--- src/rtl/pipe_pkg.sv ---
// ---------------------------------------------------------------------------
// pipe_pkg
// Items shared by the elastic pipeline stage and its register sub-module:
//   PIPE_WIDTH - default datapath width of a square-root pipeline stage
//   pipe_st_e  - occupancy state of the two-entry skid stage
// ---------------------------------------------------------------------------
package pipe_pkg;

  localparam int unsigned PIPE_WIDTH = 13;

  typedef enum logic [1:0] {
    ST_EMPTY = 2'd0,
    ST_FULL  = 2'd1,
    ST_SKID  = 2'd2
  } pipe_st_e;

endpackage

--- src/rtl/dffa_vec.sv ---
// ---------------------------------------------------------------------------
// dffa_vec
// WIDTH-bit register. It resets asynchronously to RESET_VALUE and loads d_i on
// the rising clock edge when load_i is high.
// Ports:
//   clock_i  in  1      clock
//   reset_i  in  1      asynchronous active-high reset to RESET_VALUE
//   load_i   in  1      synchronous load enable
//   d_i      in  WIDTH  next value
//   q_o      out WIDTH  register contents
// ---------------------------------------------------------------------------
module dffa_vec
  import pipe_pkg::*;
#(
  parameter int unsigned      WIDTH       = PIPE_WIDTH,
  parameter logic [WIDTH-1:0] RESET_VALUE = '0
) (
  input  logic             clock_i,
  input  logic             reset_i,
  input  logic             load_i,
  input  logic [WIDTH-1:0] d_i,
  output logic [WIDTH-1:0] q_o
);

  logic [WIDTH-1:0] data_q;

  always_ff @(posedge clock_i or posedge reset_i) begin
    if (reset_i) begin
      data_q <= RESET_VALUE;
    end else if (load_i) begin
      data_q <= d_i;
    end
  end

  assign q_o = data_q;

endmodule

--- src/rtl/pipe_skid_stage.sv ---
// ---------------------------------------------------------------------------
// pipe_skid_stage
// Elastic valid/ready stage register with a two-entry skid buffer. The main
// register M drives out_data. The skid register K catches the one word that
// arrives during the first cycle of back-pressure. Because in_ready is decoded
// only from registered state and enable, no combinational path runs from
// out_ready to in_ready.
//
//   state    | meaning
//   ---------+-------------------------------------------------
//   ST_EMPTY | no valid word; M may hold a stale value
//   ST_FULL  | M holds the next outgoing word
//   ST_SKID  | M holds the oldest word, K the one behind it
//
// Ports:
//   clock      in  1      clock, rising edge
//   reset      in  1      asynchronous active-high reset
//   enable     in  1      0 freezes all state and blocks both handshakes
//   flush      in  1      synchronous clear to the reset state
//   in_valid   in  1      upstream word valid
//   in_ready   out 1      stage accepts a word this cycle
//   in_data    in  WIDTH  upstream word
//   out_valid  out 1      M holds a valid word
//   out_ready  in  1      downstream accepts
//   out_data   out WIDTH  contents of M
// ---------------------------------------------------------------------------
module pipe_skid_stage
  import pipe_pkg::*;
#(
  parameter int unsigned      WIDTH       = PIPE_WIDTH,
  parameter logic [WIDTH-1:0] RESET_VALUE = 13'h0001
) (
  input  logic             clock,
  input  logic             reset,
  input  logic             enable,
  input  logic             flush,
  input  logic             in_valid,
  output logic             in_ready,
  input  logic [WIDTH-1:0] in_data,
  output logic             out_valid,
  input  logic             out_ready,
  output logic [WIDTH-1:0] out_data
);

  pipe_st_e         st_q, st_d;
  logic             m_load, k_load;
  logic [WIDTH-1:0] m_d, k_d;
  logic [WIDTH-1:0] m_q, k_q;
  logic             accept, drain;

  // state register
  always_ff @(posedge clock or posedge reset) begin
    if (reset) begin
      st_q <= ST_EMPTY;
    end else begin
      st_q <= st_d;
    end
  end

  // output decode: registered state gated by enable only
  always_comb begin
    in_ready  = enable & (st_q != ST_SKID);
    out_valid = enable & (st_q != ST_EMPTY);
  end

  assign accept = in_valid & in_ready;
  assign drain  = out_valid & out_ready;

  // next-state and register load control
  always_comb begin
    st_d   = st_q;
    m_load = 1'b0;
    k_load = 1'b0;
    m_d    = in_data;
    k_d    = in_data;
    if (flush) begin
      // flush wins over enable and discards any concurrent handshake
      st_d   = ST_EMPTY;
      m_load = 1'b1;
      k_load = 1'b1;
      m_d    = RESET_VALUE;
      k_d    = RESET_VALUE;
    end else if (enable) begin
      unique case (st_q)
        ST_EMPTY: begin
          if (accept) begin
            st_d   = ST_FULL;
            m_load = 1'b1;
          end
        end
        ST_FULL: begin
          if (accept && drain) begin
            m_load = 1'b1;
          end else if (accept) begin
            st_d   = ST_SKID;
            k_load = 1'b1;
          end else if (drain) begin
            // M is left stale on purpose; out_valid already marks it empty
            st_d = ST_EMPTY;
          end
        end
        ST_SKID: begin
          if (drain) begin
            st_d   = ST_FULL;
            m_load = 1'b1;
            m_d    = k_q;
          end
        end
        default: st_d = ST_EMPTY;
      endcase
    end
  end

  dffa_vec #(
    .WIDTH       (WIDTH),
    .RESET_VALUE (RESET_VALUE)
  ) u_main_reg (
    .clock_i (clock),
    .reset_i (reset),
    .load_i  (m_load),
    .d_i     (m_d),
    .q_o     (m_q)
  );

  dffa_vec #(
    .WIDTH       (WIDTH),
    .RESET_VALUE (RESET_VALUE)
  ) u_skid_reg (
    .clock_i (clock),
    .reset_i (reset),
    .load_i  (k_load),
    .d_i     (k_d),
    .q_o     (k_q)
  );

  assign out_data = m_q;

endmodule

--- config.mk ---
export PLATFORM = sky130hd
export DESIGN_NAME = pipe_skid_stage
export DESIGN_NICKNAME = d
export VERILOG_FILES = /design/src/rtl/pipe_pkg.sv /design/src/rtl/dffa_vec.sv /design/src/rtl/pipe_skid_stage.sv
export SDC_FILE = /design/constraint.sdc
export NUM_CORES = 1
export LEC_CHECK = 0
export CAP_MARGIN = 25
export CORE_ASPECT_RATIO = 1.5
export CORE_MARGIN = 4
export CORE_UTILIZATION = 40
export DETAILED_ROUTE_END_ITERATION = 8
export PLACE_DENSITY = 0.66
export REMOVE_ABC_BUFFERS = 1
export SYNTH_ARGS = -nofsm -noshare
export SYNTH_HDL_FRONTEND = slang
export SYNTH_HIERARCHICAL = 1
export SYNTH_SLANG_ARGS = --single-unit
--- constraint.sdc ---
create_clock -name clock -period 2.2 [get_ports clock]
set_input_delay 0.22 -clock clock [delete_from_list [all_inputs] [get_ports clock]]
set_output_delay 0.22 -clock clock [all_outputs]
set_load 0.01 [all_outputs]
==> results of run 1 <==
[final timing paths]
check                                   startpoint                 end  slack, ns  cells past startpoint
worst max-delay path                        enable            in_ready       0.30                      3
worst min-delay path                         reset             st_q[0]       0.16                      2
worst max register to register             st_q[1]   u_skid_reg/q_o[2]       0.45                      5
worst min register to register  u_main_reg/q_o[10]  u_main_reg/q_o[10]       0.52                      1
max in group asynchronous                    reset   u_main_reg/q_o[4]       1.46                      2
min in group clock              u_main_reg/q_o[10]  u_main_reg/q_o[10]       0.52                      1
[cells in the mapped netlist (2+ instances only)]
library cell,number
buf_2,2
mux2_2,6
mux2_4,20
nor2b_1,12
buf_6,3
a21oi_1,12
inv_1,5
dfrtp_1,26
dfstp_2,2
nand2_1,31
[state kept, by name, summed over array words and instances (netlist names)]
signal          cells
u_skid_reg/q_o     13
st_q                2
u_main_reg/q_o     13
[cell type report]
class	instances	area, um2
clock buffers	4	45.0
fillers	343	1730
inverters	5	18.8
multi-input cells	96	753
flip-flops and latches	28	703
well taps	43	53.8
repair buffers	39	375
[per-stage QoR]
step | setup WS [ns] | setup TNS [ns] | std cells | hold WS [ns]
global route | 0.211 | 0 | 215 | 0.140
global placement | 0.243 | 0 | 211 | 0.448
finish | 0.300 | 0 | 215 | 0.158
floorplan | -0.109 | -0.667 | 129 | -0.0388
CTS | 0.277 | 0 | 215 | 0.152
detailed placement | 0.198 | 0 | 211 | 0.441
[power groups by stage]
stage	Combinational [W]	Sequential [W]	Clock, W
after global placement	0.000258	0.000599	0
after detailed placement	0.000264	0.000601	0
after CTS	0.000264	0.000593	0.000286
after global routing	0.000282	0.000600	0.000320
after floorplan	0.000128	0.000607	0
final	0.000261	0.000592	0.000280
[metal layers]
layer	vias up	global-route usage	routed length, um
met3	2	0.0263	136
met5	-	0	0
met2	28	0.223	1580
li1	526	-	-
met1	528	0.200	1430
met4	0	0.0316	21
[kinds of logic after synthesis]
| logic type | after synthesis | synth area share |
|---|---|---|
| xor gates and xnor gates | 1 | 0.00574 |
| DFF | 28 | 0.461 |
| AOI/OAI and AO/OA | 20 | 0.0820 |
| muxes | 26 | 0.241 |
| and+or+nand+nor | 49 | 0.161 |
| buffers and inverters | 13 | 0.0492 |
[worst register-to-register path, cell delays in order (launching register included)]
cell	delay (ns)
dfrtp_1	0.47
nand2b_4	0.19
or3_1	0.37
nand2_1	0.10
buf_4	0.18
mux2_2	0.34
==> metrics.md, run 1 <==
| Metric | Value |
|---|---|
| Maximum clock path buffer count | 2 |
| Row Count | 27 |
| Fraction of synthesized cell area taken by the top area cell type | 0.427 |
| TritonCTS clock tree | yes |
| Sequential cell fraction of total power | 0.523 |
| EDFF count, synth | 0 |
| Count of vias placed by the detailed router | 1084 |
| Required time at the worst-slack endpoint | 1.98 ns |
| Initial antenna violation count | 0 |
| Final number of max-transition violations | 0 |
| Synth top area cells | dfrtp_1 43%, mux2_4 20%, nand2_1 7.6% |
| Part of the total power dissipated in the clock network | 0.247 |
| Portion of the post-synthesis area used by sequential elements | 0.461 |
| Crit path DAT | 1.68 ns |
| Area growth from synthesis to layout | 27.8% |
| Number of antenna diodes | 0 |
| Cell with the most instances on the worst path | clkdlybuf4s50_1 |
| Number of search-and-repair iterations in the first detailed-routing pass | 4 |
| Num ports | 34 |
| Pin count of the biggest net entering global routing | 21 |
| Gate count of the mapped netlist | 137 |
| Core Region | 3680 um2 |
| PD cells | 581 nW/um2 |
| Layout cell share with drive strength beyond 1 | 0.250 |
| Series of cell instances along the critical path | clkdlybuf4s50_1 > a21boi_0 > clkdlybuf4s50_1 |
| Max transition margin | 0.614 |
| Hold WC Path Type | in -> async |
| Capturing element type of the critical path | primary output |
| Post-synthesis instance area | 1530 um2 |
| Initial core utilization | 0.414 |
| Post-synthesis async set-or-reset flop share | 1.00 |
| Crit start category | primary input |
| Clk sinks | 28 |
| Setup-failing EPs final | 0 |
| Count of yosys warnings during synthesis | 6 |
| Skew-Pair Late Insertion Delay | 0.26 ns |
| Root Buffer | clkbuf_8 |
| Number of buffers inserted by hold repair at cts | 0 |
| Tcrit/Tclk final | 0.864 |
| Vert. Die Dim | 83.6 um |
| Cell variety after synth | 28 |
| CTS clk-pin slew, worst paths | 0.09 ns |
| Highest achievable clock rate | 0.526 GHz |
| Count of input and output buffers | 33 |
| Most common library cell in the layout ignoring fill and taps | clkdlybuf4s50_1 |
| HPWL after detailed placement | 2.28 mm |
| Most frequent cells in the layout | 33 x clkdlybuf4s50_1, 31 x nand2_1, 26 x dfrtp_1 |
| Switching power share of the total | 0.245 |
| Path type of the worst setup path | in -> out |
| Leakage power | 0.909 nW |
| H-tree lvl count | 1 |
| Tot Pwr | 0.00113 W |
| Detailed Route Iter0 Violations | 27 |
| Unrepaired setup endpoints after global routing | no |
| Largest stage delay on the critical path | 0.62 ns |
| Core utilization of the finished layout | 0.529 |
| Final routed DRC violation total | 0 |
| Total grt overflow | 0 |
| Number of buffers created by CTS | 3 |
| Final Hold Fails | 0 |
| Number of global-route vias before repair | 1124 |
| Via-per-instance ratio | 5.04 |
| Placer's final routability congestion estimate | 0.768 |
| Combinational fraction of design power | 0.230 |
| Crit path buffers/inverters | 2 |
| Number of max-cap violations | 0 |
| Cell accounting for the most synthesized area | dfrtp_1 |
| Die Area | 4890 um2 |
| Worst supply voltage drop on vdd | 402 uV |
| Number of gates resized after CTS | 0 |
| Antenna Nets Post-Route | 0 |
| Post CTS Setup Buffer Count | 0 |
| Pin slew with the least headroom to its limit | 0.578 ns |
| Sum of routed wire length over all layers | 3.17 mm |
| Main flop type after synthesis | dfrtp_1 |
| Post-route standard cell area excluding fillers | 1950 um2 |
| CP Max Fanout | 9 |
| Die Wd | 58.4 um |
| Switching power | 0.000277 W |
| Instance area after placement | 1900 um2 |
| Final min period | 1.90 ns |
| WL/cell | 14.7 um |
| Total routing resource utilization after global routing | 0.142 |
| Internal | 0.000856 W |
| Cell class contributing the biggest share of worst-path delay | buffers and inverters |
| Flops & latches, synth | 28 |
| Run status | complete, no violations |
| Largest clock skew in the final design | 0.00306 ns |
| First-pass GRT wire length | 5.46 mm |
| Nets@finish | 192 |
| Slowest CP cell | clkdlybuf4s50_1 |
| Mean area per synthesized cell | 11.1 um2 |
Note: power is estimated with default switching activity, not from simulation.
==> inputs of run 2 (changes only) <==
CAP_MARGIN = 20   (was 25)
CORE_MARGIN = 2   (was 4)
==> run 2 against run 1 <==
Net effect: cell count is 0.47% higher; non-clock buffer count rose by 1; routed wire length grew 3.6%; register-to-register slack worse by 0.03 ns; via count grew 0.74%; combinational power grew 3%; count of clock-buffer cells in the layout is the same; clock power increased by 13%; clock skew is 0.0017 ns higher; sequential cell count is the same; largest cell class unchanged; largest power group unchanged; highest routed layer unchanged.
==> metrics.md, run 2 (same netlist as run 1, synthesis figures left out) <==
| Metric | Value |
|---|---|
| Run status | complete, no violations (unchanged) |
| Pin slew with the least headroom to its limit | 0.541 ns (was 0.578 ns) |
| Detailed Route Iter0 Violations | 11 (was 27) |
| Core Region | 3650 um2 (was 3680 um2) |
| H-tree lvl count | 1 (unchanged) |
| Area growth from synthesis to layout | 30.6% (was 27.8%) |
| Clk sinks | 28 (unchanged) |
| Total routing resource utilization after global routing | 0.166 (was 0.142) |
| Number of buffers created by CTS | 3 (unchanged) |
| Antenna Nets Post-Route | 0 (unchanged) |
| Setup-failing EPs final | 0 (unchanged) |
| Combinational fraction of design power | 0.229 (was 0.230) |
| Number of cell instances on the worst register-to-register path | 5 (unchanged) |
| Number of gates resized after CTS | 0 (unchanged) |
| Final min period | 1.85 ns (was 1.90 ns) |
| Tot Pwr | 0.00118 W (was 0.00113 W) |
| Pin count of the biggest net entering global routing | 16 (was 21) |
| Row Count | 27 (unchanged) |
| Root Buffer | clkbuf_8 (unchanged) |
| Count of vias placed by the detailed router | 1092 (was 1084) |
| Placed cell count | 212 (was 211) |
| Vert. Die Dim | 79.6 um (was 83.6 um) |
| Num ports | 34 (unchanged) |
| Sequential cell fraction of total power | 0.502 (was 0.523) |
| Die Area | 4330 um2 (was 4890 um2) |
| Count of input and output buffers | 33 (unchanged) |
| Internal | 0.000893 W (was 0.000856 W) |
| HPWL after detailed placement | 2.37 mm (was 2.28 mm) |
| First-pass GRT wire length | 5.30 mm (was 5.46 mm) |
| PD cells | 592 nW/um2 (was 581 nW/um2) |
| Crit path DAT | 1.63 ns (was 1.68 ns) |
| Most frequent cells in the layout | 33 x clkdlybuf4s50_1, 31 x nand2_1, 26 x dfrtp_1 (unchanged) |
| Initial antenna violation count | 0 (unchanged) |
| Tcrit/Tclk final | 0.843 (was 0.864) |
| Highest achievable clock rate | 0.539 GHz (was 0.526 GHz) |
| Total grt overflow | 0 (unchanged) |
| Switching power share of the total | 0.243 (was 0.245) |
| Post CTS Setup Buffer Count | 0 (unchanged) |
| Part of the total power dissipated in the clock network | 0.269 (was 0.247) |
| Final number of max-transition violations | 0 (unchanged) |
| Number of max-cap violations | 0 (unchanged) |
| Final Hold Fails | 0 (unchanged) |
| Skew-Pair Late Insertion Delay | 0.27 ns (was 0.26 ns) |
| Number of global-route vias before repair | 1167 (was 1124) |
| Post-Route Setup TNS | 0 ns (unchanged) |
| Leakage power | 0.929 nW (was 0.909 nW) |
| Worst supply voltage drop on vdd | 288 uV (was 402 uV) |
| Number of search-and-repair iterations in the first detailed-routing pass | 4 (unchanged) |
| Hold WC Path Type | in -> async (unchanged) |
| Sum of routed wire length over all layers | 3.28 mm (was 3.17 mm) |
| Required time at the worst-slack endpoint | 1.98 ns (about the same) |
| Number of antenna diodes | 0 (unchanged) |
| WL/cell | 15.2 um (was 14.7 um) |
| Initial core utilization | 0.418 (was 0.414) |
| Most common library cell in the layout ignoring fill and taps | clkdlybuf4s50_1 (unchanged) |
| Largest clock skew in the final design | 0.00481 ns (was 0.00306 ns) |
| Maximum clock path buffer count | 2 (unchanged) |
| Layout cell share with drive strength beyond 1 | 0.260 (was 0.250) |
| Number of buffers inserted by hold repair at cts | 0 (unchanged) |
| Fin cells | 216 (was 215) |
| Nets@finish | 193 (was 192) |
| CP Max Fanout | 7 (was 9) |
| TritonCTS clock tree | yes (unchanged) |
| Die Wd | 54.4 um (was 58.4 um) |
| Final routed DRC violation total | 0 (unchanged) |
| Capturing element type of the critical path | primary output (unchanged) |
| Switching power | 0.000287 W (was 0.000277 W) |
| Unrepaired setup endpoints after global routing | no (unchanged) |
| Crit start category | primary input (unchanged) |
| CTS clk-pin slew, worst paths | 0.09 ns (about the same) |
| Path type of the worst setup path | in -> out (unchanged) |
| Placer's final routability congestion estimate | 0.701 (was 0.768) |
| Via-per-instance ratio | 5.06 (was 5.04) |
| Max transition margin | 0.639 (was 0.614) |
-- run 2: cell types whose count changed in the layout (fill, tap and decap cells not counted), sizes merged --
cell  previous run  this run
buf              6         7
-- run 2: final cells by class --
cell class / instances / area [um2]
Fill cell: 330 / 1660
Multi-Input combinational cell: 96 / 753
Sequential cell: 28 / 703
Timing Repair Buffer: 40 / 408
Clock buffer: 4 / 55.1
Tap cell: 43 / 53.8
Inverter: 5 / 18.8
-- run 2: worst max-delay path: stages --
cell and delay (ns):
clkdlybuf4s50_1 0.50, buf_4 0.15, a21boi_0 0.19, clkdlybuf4s50_1 0.56
-- run 2: metrics by stage --
step           setup WS (ns)  hold slack (ns)  instance area, um2   util
5_1_grt                0.317            0.185                1990  0.546
2_1_floorplan         -0.109          -0.0388                1470      -
4_1_cts                0.358            0.148                1990  0.546
6_report               0.346            0.153                1990  0.546
3_3_place_gp           0.243            0.434                1940  0.531
3_5_place_dp           0.164            0.442                1940  0.531
-- run 2: power groups by stage --
stage | combinational [W] | clock, W | sequential (W)
floorplan | 0.000128 | 0 | 0.000607
global placement | 0.000267 | 0 | 0.000601
detailed placement | 0.000273 | 0 | 0.000603
CTS | 0.000275 | 0.000331 | 0.000593
global route | 0.000291 | 0.000346 | 0.000600
finish | 0.000270 | 0.000317 | 0.000593
-- run 2: metal layers --
layer / global-route usage / share of wire / vias up
met4: 0.0625 / 0.013 / 0
li1: - / - / 528
met5: 0 / 0 / -
met3: 0.0262 / 0.039 / 4
met1: 0.202 / 0.44 / 535
met2: 0.284 / 0.51 / 25
-- run 2: worst paths after layout --
path                            slack [ns]                 to               from
worst max-delay path                  0.35           in_ready             enable
max in group asynchronous             1.48  u_main_reg/q_o[0]              reset
worst max register to register        0.42  u_skid_reg/q_o[3]            st_q[1]
min in group clock                    0.52  u_main_reg/q_o[6]  u_main_reg/q_o[6]
worst min-delay path                  0.15            st_q[0]              reset
worst min register to register        0.52  u_main_reg/q_o[6]  u_main_reg/q_o[6]
